===== src/rtl/mipi_csi_rx_packet_decoder_if.sv =====
// Word stream from the lane merge stage plus the payload stream handed downstream.
interface mipi_csi_rx_packet_decoder_if;
  logic        data_valid;
  logic [31:0] data;
  logic        payload_valid;
  logic [31:0] payload_data;
  logic [3:0]  payload_byte_en;
  logic        payload_last;

  modport master (
    output data_valid, data,
    input  payload_valid, payload_data, payload_byte_en, payload_last
  );
  modport slave (
    input  data_valid, data,
    output payload_valid, payload_data, payload_byte_en, payload_last
  );
endinterface


===== src/rtl/mipi_csi_rx_packet_decoder.sv =====
// CSI-2 RX packet decoder: splits each HS burst into header, payload words and CRC,
// using the corrected header fields returned by the header ECC stage.
module mipi_csi_rx_packet_decoder #(
  parameter logic [5:0] LONG_DT_MIN = 6'h10,
  parameter int         WC_W        = 16
) (
  input  logic        clk_i,
  input  logic        reset_n_i,
  mipi_csi_rx_packet_decoder_if.slave bus,
  output logic        packet_header_valid_o,
  output logic [31:0] packet_header_o,
  input  logic [15:0] packet_length_i,
  input  logic [1:0]  vc_id_i,
  input  logic [5:0]  data_type_i,
  input  logic        no_error_i,
  input  logic        corrected_error_i,
  input  logic        error_i,
  output logic        header_valid_o,
  output logic [1:0]  vc_id_o,
  output logic [5:0]  data_type_o,
  output logic [15:0] packet_length_o,
  output logic        short_pkt_valid_o,
  output logic        header_corrected_o,
  output logic        header_error_o,
  output logic        crc_valid_o,
  output logic [15:0] crc_o,
  output logic        packet_abort_o
);

  typedef enum logic [1:0] {IDLE, PAYLOAD, CRC, WAIT_END} state_e;

  state_e          state_q, state_d;
  logic [WC_W-1:0] rem_q, rem_d;
  logic            crc_both_q, crc_both_d;
  logic [7:0]      crc_lo_q, crc_lo_d;
  logic            hv_q, hv_d, short_q, short_d, corr_q, corr_d, herr_q, herr_d;
  logic [1:0]      vc_q, vc_d;
  logic [5:0]      dt_q, dt_d;
  logic [15:0]     len_q, len_d;
  logic            pv_q, pv_d, plast_q, plast_d;
  logic [31:0]     pdata_q, pdata_d;
  logic [3:0]      pbe_q, pbe_d;
  logic            crcv_q, crcv_d, abort_q, abort_d;
  logic [15:0]     crc_q, crc_d;
  logic            unused_no_error;

  // A clean header needs no action beyond the absence of the other two flags.
  assign unused_no_error = no_error_i;

  assign packet_header_valid_o = reset_n_i & bus.data_valid & (state_q == IDLE);
  assign packet_header_o = reset_n_i ?
    {bus.data[7:0], bus.data[15:8], bus.data[23:16], bus.data[31:24]} : 32'h0;

  always_comb begin
    state_d    = state_q;
    rem_d      = rem_q;
    crc_both_d = crc_both_q;
    crc_lo_d   = crc_lo_q;
    hv_d       = 1'b0;
    vc_d       = vc_q;
    dt_d       = dt_q;
    len_d      = len_q;
    short_d    = 1'b0;
    corr_d     = 1'b0;
    herr_d     = 1'b0;
    pv_d       = 1'b0;
    pdata_d    = pdata_q;
    pbe_d      = 4'h0;
    plast_d    = 1'b0;
    crcv_d     = 1'b0;
    crc_d      = crc_q;
    abort_d    = 1'b0;
    unique case (state_q)
      IDLE: if (bus.data_valid) begin
        if (error_i) begin
          herr_d  = 1'b1;
          state_d = WAIT_END;
        end else begin
          hv_d   = 1'b1;
          corr_d = corrected_error_i;
          vc_d   = vc_id_i;
          dt_d   = data_type_i;
          len_d  = packet_length_i;
          if (data_type_i < LONG_DT_MIN) begin
            short_d = 1'b1;
            state_d = WAIT_END;
          end else if (packet_length_i == 16'h0) begin
            crc_both_d = 1'b1;
            state_d    = CRC;
          end else begin
            rem_d   = WC_W'(packet_length_i);
            state_d = PAYLOAD;
          end
        end
      end
      PAYLOAD: if (!bus.data_valid) begin
        abort_d = 1'b1;
        state_d = IDLE;
      end else begin
        pv_d    = 1'b1;
        pdata_d = bus.data;
        if (rem_q > WC_W'(4)) begin
          pbe_d = 4'hF;
          rem_d = rem_q - WC_W'(4);
        end else begin
          plast_d = 1'b1;
          rem_d   = '0;
          // The CRC starts right after the last payload byte, wherever that lands.
          case (rem_q[2:0])
            3'd1: begin
              pbe_d = 4'b0001; crcv_d = 1'b1; crc_d = bus.data[23:8]; state_d = WAIT_END;
            end
            3'd2: begin
              pbe_d = 4'b0011; crcv_d = 1'b1; crc_d = bus.data[31:16]; state_d = WAIT_END;
            end
            3'd3: begin
              pbe_d = 4'b0111; crc_lo_d = bus.data[31:24]; crc_both_d = 1'b0; state_d = CRC;
            end
            default: begin
              pbe_d = 4'hF; crc_both_d = 1'b1; state_d = CRC;
            end
          endcase
        end
      end
      CRC: if (!bus.data_valid) begin
        abort_d = 1'b1;
        state_d = IDLE;
      end else begin
        crcv_d  = 1'b1;
        crc_d   = crc_both_q ? bus.data[15:0] : {bus.data[7:0], crc_lo_q};
        state_d = WAIT_END;
      end
      WAIT_END: if (!bus.data_valid) state_d = IDLE;
      default: state_d = IDLE;
    endcase
  end

  always_ff @(posedge clk_i or negedge reset_n_i) begin
    if (!reset_n_i) begin
      state_q    <= IDLE;
      rem_q      <= '0;
      crc_both_q <= 1'b0;
      crc_lo_q   <= 8'h0;
      hv_q       <= 1'b0;
      vc_q       <= 2'h0;
      dt_q       <= 6'h0;
      len_q      <= 16'h0;
      short_q    <= 1'b0;
      corr_q     <= 1'b0;
      herr_q     <= 1'b0;
      pv_q       <= 1'b0;
      pdata_q    <= 32'h0;
      pbe_q      <= 4'h0;
      plast_q    <= 1'b0;
      crcv_q     <= 1'b0;
      crc_q      <= 16'h0;
      abort_q    <= 1'b0;
    end else begin
      state_q    <= state_d;
      rem_q      <= rem_d;
      crc_both_q <= crc_both_d;
      crc_lo_q   <= crc_lo_d;
      hv_q       <= hv_d;
      vc_q       <= vc_d;
      dt_q       <= dt_d;
      len_q      <= len_d;
      short_q    <= short_d;
      corr_q     <= corr_d;
      herr_q     <= herr_d;
      pv_q       <= pv_d;
      pdata_q    <= pdata_d;
      pbe_q      <= pbe_d;
      plast_q    <= plast_d;
      crcv_q     <= crcv_d;
      crc_q      <= crc_d;
      abort_q    <= abort_d;
    end
  end

  assign header_valid_o      = hv_q;
  assign vc_id_o             = vc_q;
  assign data_type_o         = dt_q;
  assign packet_length_o     = len_q;
  assign short_pkt_valid_o   = short_q;
  assign header_corrected_o  = corr_q;
  assign header_error_o      = herr_q;
  assign bus.payload_valid   = pv_q;
  assign bus.payload_data    = pdata_q;
  assign bus.payload_byte_en = pbe_q;
  assign bus.payload_last    = plast_q;
  assign crc_valid_o         = crcv_q;
  assign crc_o               = crc_q;
  assign packet_abort_o      = abort_q;

endmodule

===== src/flat_wrapper.sv =====
// flat-port wrapper written by rule: the top's interface ports become plain ports
module mipi_csi_rx_packet_decoder_flat 
#(
  parameter logic [5:0] LONG_DT_MIN = 6'h10,
  parameter int         WC_W        = 16
)
  (clk_i, reset_n_i, packet_header_valid_o, packet_header_o, packet_length_i, vc_id_i, data_type_i, no_error_i, corrected_error_i, error_i, header_valid_o, vc_id_o, data_type_o, packet_length_o, short_pkt_valid_o, header_corrected_o, header_error_o, crc_valid_o, crc_o, packet_abort_o, bus_data_valid, bus_data, bus_payload_valid, bus_payload_data, bus_payload_byte_en, bus_payload_last);
  mipi_csi_rx_packet_decoder_if bus_i ();
  input  logic clk_i;
  input  logic reset_n_i;
  output logic packet_header_valid_o;
  output logic [31:0] packet_header_o;
  input  logic [15:0] packet_length_i;
  input  logic [1:0] vc_id_i;
  input  logic [5:0] data_type_i;
  input  logic no_error_i;
  input  logic corrected_error_i;
  input  logic error_i;
  output logic header_valid_o;
  output logic [1:0] vc_id_o;
  output logic [5:0] data_type_o;
  output logic [15:0] packet_length_o;
  output logic short_pkt_valid_o;
  output logic header_corrected_o;
  output logic header_error_o;
  output logic crc_valid_o;
  output logic [15:0] crc_o;
  output logic packet_abort_o;
  input wire logic [$bits(bus_i.data_valid)-1:0] bus_data_valid;
  input wire logic [$bits(bus_i.data)-1:0] bus_data;
  output wire logic [$bits(bus_i.payload_valid)-1:0] bus_payload_valid;
  output wire logic [$bits(bus_i.payload_data)-1:0] bus_payload_data;
  output wire logic [$bits(bus_i.payload_byte_en)-1:0] bus_payload_byte_en;
  output wire logic [$bits(bus_i.payload_last)-1:0] bus_payload_last;
  assign bus_i.data_valid = bus_data_valid;
  assign bus_i.data = bus_data;
  assign bus_payload_valid = bus_i.payload_valid;
  assign bus_payload_data = bus_i.payload_data;
  assign bus_payload_byte_en = bus_i.payload_byte_en;
  assign bus_payload_last = bus_i.payload_last;
  mipi_csi_rx_packet_decoder #(.LONG_DT_MIN(LONG_DT_MIN), .WC_W(WC_W)) u_core (.clk_i(clk_i), .reset_n_i(reset_n_i), .bus(bus_i), .packet_header_valid_o(packet_header_valid_o), .packet_header_o(packet_header_o), .packet_length_i(packet_length_i), .vc_id_i(vc_id_i), .data_type_i(data_type_i), .no_error_i(no_error_i), .corrected_error_i(corrected_error_i), .error_i(error_i), .header_valid_o(header_valid_o), .vc_id_o(vc_id_o), .data_type_o(data_type_o), .packet_length_o(packet_length_o), .short_pkt_valid_o(short_pkt_valid_o), .header_corrected_o(header_corrected_o), .header_error_o(header_error_o), .crc_valid_o(crc_valid_o), .crc_o(crc_o), .packet_abort_o(packet_abort_o));
endmodule

===== config.mk =====
export PLATFORM = sky130hd
export DESIGN_NAME = mipi_csi_rx_packet_decoder_flat
export DESIGN_NICKNAME = d
export VERILOG_FILES = /design/src/rtl/mipi_csi_rx_packet_decoder_if.sv /design/src/rtl/mipi_csi_rx_packet_decoder.sv /design/src/flat_wrapper.sv
export SDC_FILE = /design/constraint.sdc
export NUM_CORES = 1
export LEC_CHECK = 0
export CORE_MARGIN = 2
export CORE_UTILIZATION = 47
export CTS_CLUSTER_SIZE = 14
export DETAILED_ROUTE_END_ITERATION = 12
export PLACE_DENSITY = 0.93
export SLEW_MARGIN = 20
export SYNTH_ARGS = -nofsm -noshare
export SYNTH_HDL_FRONTEND = slang
export SYNTH_SLANG_ARGS = --single-unit
export TNS_END_PERCENT = 50

===== constraint.sdc =====
create_clock -name clk_i -period 2.5 [get_ports clk_i]
set_input_delay 0.375 -clock clk_i [delete_from_list [all_inputs] [get_ports clk_i]]
set_output_delay 0.375 -clock clk_i [all_outputs]
set_load 0.01 [all_outputs]

**Word level (Yosys, flattened, before mapping)**

Index checks and enable logic that the tools add are counted.

- Output and inout bits: 117
- Register bits after elaboration: 111

- Equal/unequal tests: 18
- Muxes and demuxes: 60
- Reductions and logical operators: 13
- $add $sub $neg: 1
- Bitwise gates (word level): 4
- Magnitude comparators: 2

Operator list:

| kind | count |
|---|---|
| 16-bit two-way mux | 10 |
| 16-bit one-hot mux with 2 select lines | 3 |
| 32-bit two-way mux | 1 |
| 1-bit two-way mux | 30 |
| 2-bit != test (second input constant) | 10 |
| 16-bit by 3-bit greater-than comparator with 1-bit output (second input constant) | 1 |
| 16-bit zero test | 1 |
| 2-bit two-way mux | 8 |
| 16-bit by 3-bit subtractor with 16-bit output (second input constant) | 1 |
| 4-bit two-way mux | 3 |
| 4-bit one-hot mux with 3 select lines | 1 |
| 2-bit one-hot mux with 4 select lines | 1 |
| 8-bit AND reduction | 1 |
| 3-bit by 2-bit == test with 1-bit output (second input constant) | 2 |
| 6-bit by 5-bit less-than comparator with 1-bit output (second input constant) | 1 |
| 1-bit one-hot mux with 2 select lines | 3 |
| 3-bit AND reduction | 2 |
| 6-bit AND reduction | 1 |
| 5-bit AND reduction | 1 |
| 2-bit == test (second input constant) | 2 |
| 4-bit AND reduction | 1 |
| 2-bit nonzero test | 2 |
| 2-bit OR reduction | 2 |
| 3-bit by 1-bit == test with 1-bit output (second input constant) | 1 |
| other kinds (7) | 9 |

**Longest topological paths before layout**

Gate-level depths: netlist of run 1.

- Depth after elaboration: 6
- Gate-level depth with buffers: 10
- Gate-level depth less buffers: 8

**Worst setup path before layout of run 1**

OpenSTA, ideal clock, no wires.

- Path type: register -> register
- From: reg u_core.state_q[1]
- To: reg u_core.pdata_q[10] (netlist: u_core.bus.payload_data[10])
- Buffers on the path: 3
- Data arrival time: 1836 ps
- Cell stages (with the launch flop): 8
- Required time: 2375 ps
- Slack: 540 ps
- Cell sequence: dfrtp_1 > inv_1 > ha_1 > clkbuf_1 > nand2_1 > buf_1 > buf_2 > mux2_2

- Longest elaborated chain between the ends: 2

RTL lines:

| what | RTL line | text |
|---|---|---|
| start, declared | mipi_csi_rx_packet_decoder.sv:32 | `state_e state_q, state_d;` |
| start signal, assigned | mipi_csi_rx_packet_decoder.sv:159 | `state_q <= state_d;` |
| 2-bit by 1-bit == test with 1-bit output | mipi_csi_rx_packet_decoder.sv:73 | `unique case (state_q)` |
| 2-bit AND reduction (no line) | -- |  |
| end signal, assigned | mipi_csi_rx_packet_decoder.sv:171 | `pdata_q <= pdata_d;` |
| end, declared | mipi_csi_rx_packet_decoder.sv:41 | `logic [31:0] pdata_q, pdata_d;` |

No other way between the ends.
A chain may end at the register's enable or synchronous reset.

**Final worst setup path of run 1**

- From: reg u_core.state_q[0]
- To: out packet_header_valid_o

- Longest elaborated chain between the ends: 2

RTL lines:

| what | RTL line | text |
|---|---|---|
| 2-bit zero test | mipi_csi_rx_packet_decoder.sv:50 | `assign packet_header_valid_o = reset_n_i & bus.data_valid & (state_q == IDLE);` |
| 1-bit bitwise AND | mipi_csi_rx_packet_decoder.sv:50 |  |
| end, declared | flat_wrapper.sv:11 | `output logic packet_header_valid_o;` |

No other way between the ends.

==> results of run 1 <==
[stage by stage]
stage	std cells	power [mW]
finish	873	8.87
global route	873	9.44
CTS	873	8.90
detailed placement	856	7.42
global placement	856	7.22
floorplan	536	5.25
[worst max-delay path, delay by kind of cell, from the launching register on]
kind	cells	cell delay, ns
flip-flops	1	0.43
buffers and inverters	3	0.80
AND/OR/NAND/NOR	1	0.17
adder cells (fa/ha/maj)	1	0.17
[routing by layer]
metal / GRT usage [%] / vias to the layer above / routed length (µm)
met5: 0 / - / 0
met4: 7.07 / 0 / 325
met3: 6.37 / 27 / 1180
met2: 44.7 / 206 / 8060
met1: 31.6 / 2356 / 6190
li1: - / 2245 / -
[area by class of cell]
type                            count  area, µm²  area share, %
Tap cell                          143        179           2.26
Sequential cell                   110       2750           34.8
Multi-Input combinational cell    377       2550           32.3
Inverter                           16       60.1          0.759
Clock inverter                      4       52.6          0.664
Timing Repair Buffer              211       2060           26.1
Clock buffer                       12        246           3.12
[cells in the mapped netlist (6+ instances only)]
cell type / count / area share [%]
a21oi_1: 9 / 0.82
nor2_1: 15 / 1.0
buf_2: 13 / 1.2
ha_1: 6 / 1.4
mux2_2: 56 / 11
o21ai_0: 53 / 4.8
nand2_1: 97 / 6.6
a22o_1: 9 / 1.4
clkbuf_1: 16 / 1.1
inv_1: 16 / 1.1
dfrtp_1: 110 / 50
nor3_1: 11 / 1.0
and2_1: 36 / 4.1
mux2i_1: 16 / 2.9
[registers in the layout (all words and copies together), names as in the netlist]
name	flops
u_core.bus.payload_last	1
u_core.bus.payload_data	32
u_core.crc_lo_q	8
u_core.header_valid_o	1
u_core.data_type_o	6
u_core.header_corrected_o	1
u_core.short_pkt_valid_o	1
u_core.header_error_o	1
u_core.packet_abort_o	1
u_core.crc_valid_o	1
u_core.vc_id_o	2
u_core.state_q	2
u_core.bus.payload_byte_en	3
u_core.crc_o	16
u_core.bus.payload_valid	1
u_core.crc_both_q	1
u_core.packet_length_o	16
u_core.rem_q	16
[final timing paths]
kind	start	to	slack [ns]	cells after the start
min reg2reg	u_core.crc_o[12]	u_core.crc_o[12]	0.48	2
max in group asynchronous	reset_n_i	u_core.rem_q[14]	1.72	2
max	u_core.state_q[0]	packet_header_valid_o	0.22	5
max reg2reg	u_core.state_q[0]	u_core.rem_q[11]	0.36	8
min	reset_n_i	u_core.crc_o[1]	0.14	2
min in group clk_i	u_core.crc_o[12]	u_core.crc_o[12]	0.48	2
[power by group through the flow]
stage	combinational [mW]	clock, mW	sequential, mW
finish	4.28	1.46	3.13
global route	4.66	1.57	3.21
CTS	4.30	1.49	3.11
detailed placement	4.29	0	3.14
global placement	4.15	0	3.08
floorplan	1.97	0	3.28
[kinds of logic after synthesis]
kind of cell | share of synthesized area, %
flops | 50.0
buf+inv | 3.84
compound gates | 11.4
xor+xnor | 0.159
fa+ha+maj | 1.36
mux | 14.4
simple gates | 18.8
[timing repair]
item | 4_1_cts | 5_1_grt
hold buffers | 1 | 0
hold endpoints to repair | 3 | 0
endpoints found under the setup margin | 0 | 2
gates resized for setup | 0 | 1
==> reports/results.tsv, run 1 <==
stage	metric	value	unit
placed_design	gp_congestion	0.907	
worst_setup_path	slowest_stage	clkdlybuf4s50_1	
outcome	status	complete, no violations	
timing	fmax	438	MHz
worst_setup_path	slowest_delay	0.53	ns
placed_design	dp_hpwl	12.1	mm
grt	grt_pass1_wl	25.9	mm
logic_synthesis	synth-warning-count	0	
worst_setup_path	path_cells	inv_1 -> ha_1 -> buf_4 -> and3_1 -> clkdlybuf4s50_1	
timing	post-route-period-util	91.2	%
detailed_routing	ant_nets	0	
detailed_routing	drtPass1Iterations	4	
power_and_ir_drop	swShare	36.5	%
logic_synthesis	syn-num-nets	604	
die	rows	39	
die	core-area	11400	µm²
cts	tritoncts	done	
timing	finalCriticalPeriod	2.28	ns
cells_and_area	final_common_cell	clkdlybuf4s50_1	
timing	hold-worst-slack	0.137	ns
placed_design	io_buffer_count	177	
logic_synthesis	synth_area	5500	µm²
die	die_h	112	µm
die	initial_core_util	48.2	%
cells_and_area	n_antenna_cell	0	
die	io_pins	179	
cells_and_area	final_cell_mix	clkdlybuf4s50_1 (176), dfrtp_1 (110), nand2_1 (96), mux2_2 (56), o21ai_0 (53)	
timing	worst_clock_skew	0.00933	ns
grt	grt_pass1_vias	4978	
detailed_routing	drt-initial-drc-count	257	
die	fp.dieArea	12600	µm²
logic_synthesis	synthFlopType	dfrtp_1	
power_and_ir_drop	sequentialPowerShare	35.2	%
grt	grt_max_degree	39	
placed_design	dp_slack	0.0651	ns
logic_synthesis	synthCells	536	
timing	maxSlewViolCount	0	
worst_setup_path	required	2.12	ns
cts	cts_setup_buffers	0	
grt	antenna_found_initial	0	
placed_design	placed_area	7590	µm²
logic_synthesis	synth_edf_count	0	
detailed_routing	drc_errors	0	
power_and_ir_drop	power.density	1120	nW/µm²
power_and_ir_drop	p_leak	3.54	nW
grt	overflow	0	
cts	clockBufferDepth	2	
cells_and_area	num-nets-final	793	
detailed_routing	routed_via_density	5.54	
timing	relSlewSlack	57.9	%
cells_and_area	final_area	7910	µm²
logic_synthesis	post_synth_num_cell_types	56	
power_and_ir_drop	vdd.ir_drop.worst	0.665	mV
cells_and_area	utilization	69.3	%
cts	clk_pin_slew_worst_paths	0.07	ns
detailed_routing	wire_per_inst	18.0	µm
timing	fin_tns_setup	0	ns
logic_synthesis	synthArstFlopShare	100	%
cells_and_area	area_delta_synth_final	43.8	%
worst_hold_path	hp-class	primary input to asynchronous set/reset pin	
cts	htreeDepth	3	
power_and_ir_drop	intPower	5.63	mW
die	fp.dieW	112	µm
logic_synthesis	synth_seq_area_share	50.0	%
job	maxCapViolCount	0	
timing	worst_slack	0.219	ns
power_and_ir_drop	p_comb_share	48.3	%
timing	grt_setup_unrepaired	false	
power_and_ir_drop	netSwitchingPower	3.24	mW
cts	clockRootBuffer	clkbuf_16	
detailed_routing	vias	4834	
logic_synthesis	yosys_register_bits	110	
worst_setup_path	cp.arrival	1.91	ns
timing	setup_viol	0	
worst_setup_path	path_class	flop to output port	
worst_setup_path	end_kind	output port	
cts	cts.sinks	110	
power_and_ir_drop	power.share.clock	16.4	%
cts	clock_insertion_delay_worst_skew	0.34	ns
worst_setup_path	critPathLaunchType	flop	
logic_synthesis	avgSynthCellArea	10.3	µm²
cells_and_area	fill_cells	816	
worst_setup_path	crit_path_max_fanout	8	
cts	cts_buffers	9	
grt	grt_use_total	25.5	%
timing	worstMarginPinSlew	0.627	ns
cells_and_area	drive_gt1_share	16.4	%
timing	hold_viol_final	0	
detailed_routing	drt_wl_total	15.7	mm
(Power assumes the default switching activity.)
==> run 2, diff against run 1 <==
- PLACE_DENSITY: 0.93 -> 0.85
==> reports/results.tsv, run 2 (synthesized netlist as in run 1, its figures left out) <==
stage	metric	value	unit
die	fp.dieW	112	µm
timing	setup_viol	0	
cells_and_area	largest_reg_flops	32	
grt	grt_use_total	24.5	%
timing	hold-worst-slack	0.00525	ns
cts	clock_insertion_delay_worst_skew	0.34	ns
cts	cts_setup_buffers	0	
worst_setup_path	cp.arrival	2.55	ns
die	io_pins	179	
detailed_routing	vias	4795	
cells_and_area	n_antenna_cell	0	
timing	worst_clock_skew	0.0124	ns
timing	hold_viol_final	0	
detailed_routing	drtPass1Iterations	5	
timing	relSlewSlack	52.1	%
die	fp.dieArea	12600	µm²
grt	antenna_found_initial	0	
placed_design	gp_congestion	0.880	
timing	grt_setup_unrepaired	false	
detailed_routing	drt_wl_total	15.5	mm
detailed_routing	wire_per_inst	17.9	µm
cells_and_area	area_delta_synth_final	41.8	%
cts	cts.sinks	110	
timing	fmax	431	MHz
cts	clockBufferDepth	2	
grt	grt_max_degree	59	
outcome	status	complete, no violations	
timing	maxSlewViolCount	0	
cts	hold_buffers	0	
power_and_ir_drop	power.density	1130	nW/µm²
timing	post-route-period-util	92.8	%
worst_setup_path	end_kind	flop	
worst_setup_path	required	2.73	ns
placed_design	dp_hpwl	11.7	mm
cts	clockRootBuffer	clkbuf_16	
cts	tritoncts	done	
detailed_routing	ant_nets	0	
die	initial_core_util	48.2	%
cells_and_area	final_common_cell	clkdlybuf4s50_1	
worst_setup_path	path_class	flop to flop	
worst_hold_path	hp-class	primary input to asynchronous set/reset pin	
timing	worstMarginPinSlew	0.718	ns
grt	overflow	0	
worst_setup_path	critPathLaunchType	flop	
detailed_routing	drt-initial-drc-count	408	
timing	fin_tns_setup	0	ns
placed_design	io_buffer_count	177	
cts	htreeDepth	3	
detailed_routing	routed_via_density	5.56	
timing	finalCriticalPeriod	2.32	ns
cells_and_area	num-nets-final	782	
die	rows	39	
job	maxCapViolCount	0	
die	die_h	112	µm
grt	grt_pass1_wl	24.6	mm
power_and_ir_drop	p_leak	3.48	nW
cells_and_area	drive_gt1_share	15.4	%
cts	clk_pin_slew_worst_paths	0.07	ns
grt	grt_pass1_vias	4869	
cells_and_area	final_cell_mix	clkdlybuf4s50_1 (176), dfrtp_1 (110), nand2_1 (96), mux2_2 (56), o21ai_0 (53)	
worst_setup_path	crit_path_max_fanout	19	
detailed_routing	drc_errors	0	
power_and_ir_drop	vdd.ir_drop.worst	0.794	mV
cts	cts_buffers	9	
cts	cts.repair.resized	0	
die	core-area	11400	µm²
==> run 2: cell count changes in the layout (fill, tap and decap cells not counted), sizes merged <==
cell,delta
clkinvlp,+1
buf,-10
clkbuf,-2
clkinv,-1
inv,+2
dlygate4sd3,-1
==> run 2: power by group <==
group	total, mW	internal [mW]	switching (mW)
combinational	4.27	2.24	2.03
clock	1.48	0.800	0.682
sequential	3.08	2.54	0.536
==> run 2: final timing paths <==
check | end | slack (ns) | startpoint | depth (start not counted)
worst max-delay path | u_core.rem_q[11] | 0.18 | u_core.state_q[0] | 8
worst min-delay path | u_core.bus.payload_data[5] | 0.005 | reset_n_i | 1
worst max register to register | u_core.rem_q[11] | 0.18 | u_core.state_q[0] | 8
worst min register to register | u_core.data_type_o[1] | 0.48 | u_core.data_type_o[1] | 2
max in group asynchronous | u_core.data_type_o[3] | 1.45 | reset_n_i | 2
min in group clk_i | u_core.data_type_o[1] | 0.48 | u_core.data_type_o[1] | 2
==> run 2: worst max-delay path: stages (launching register included) <==
cell	delay (ns)
dfrtp_1	0.42
inv_1	0.10
ha_1	0.17
nand3b_1	0.10
inv_1	0.09
o21ai_0	0.20
o22ai_2	0.60
o21ai_0	0.20
a211o_1	0.33
==> run 2: cell type report <==
class	count	area, µm²
sequential	110	2750
fill	867	3620
clock buffer	10	229
clock inverter	6	77.6
multi-input combinational	377	2550
inverter	16	60.1
tap	143	179
timing repair buffer	200	1950
==> run 2: through the flow <==
| step | instances | total power [mW] | area (µm²) | utilization (%) | worst slack (ns) |
|---|---|---|---|---|---|
| 2_1_floorplan | 536 | 5.25 | 5500 | - | 0.540 |
| 3_3_place_gp | 846 | 7.19 | 7490 | 65.6 | 0.120 |
| 3_5_place_dp | 846 | 7.38 | 7490 | 65.6 | 0.0184 |
| 4_1_cts | 862 | 8.87 | 7800 | 68.3 | 0.226 |
| 5_1_grt | 862 | 9.36 | 7800 | 68.3 | 0.0241 |
| 6_report | 862 | 8.83 | 7800 | 68.3 | 0.179 |
==> run 2: routing by layer <==
| layer | track usage [%] | part of all wire, % |
|---|---|---|
| met1 | 28.8 | 39 |
| met2 | 45.6 | 53 |
| met5 | 0 | 0 |
| met4 | 6.59 | 1.6 |
| met3 | 5.08 | 6.6 |
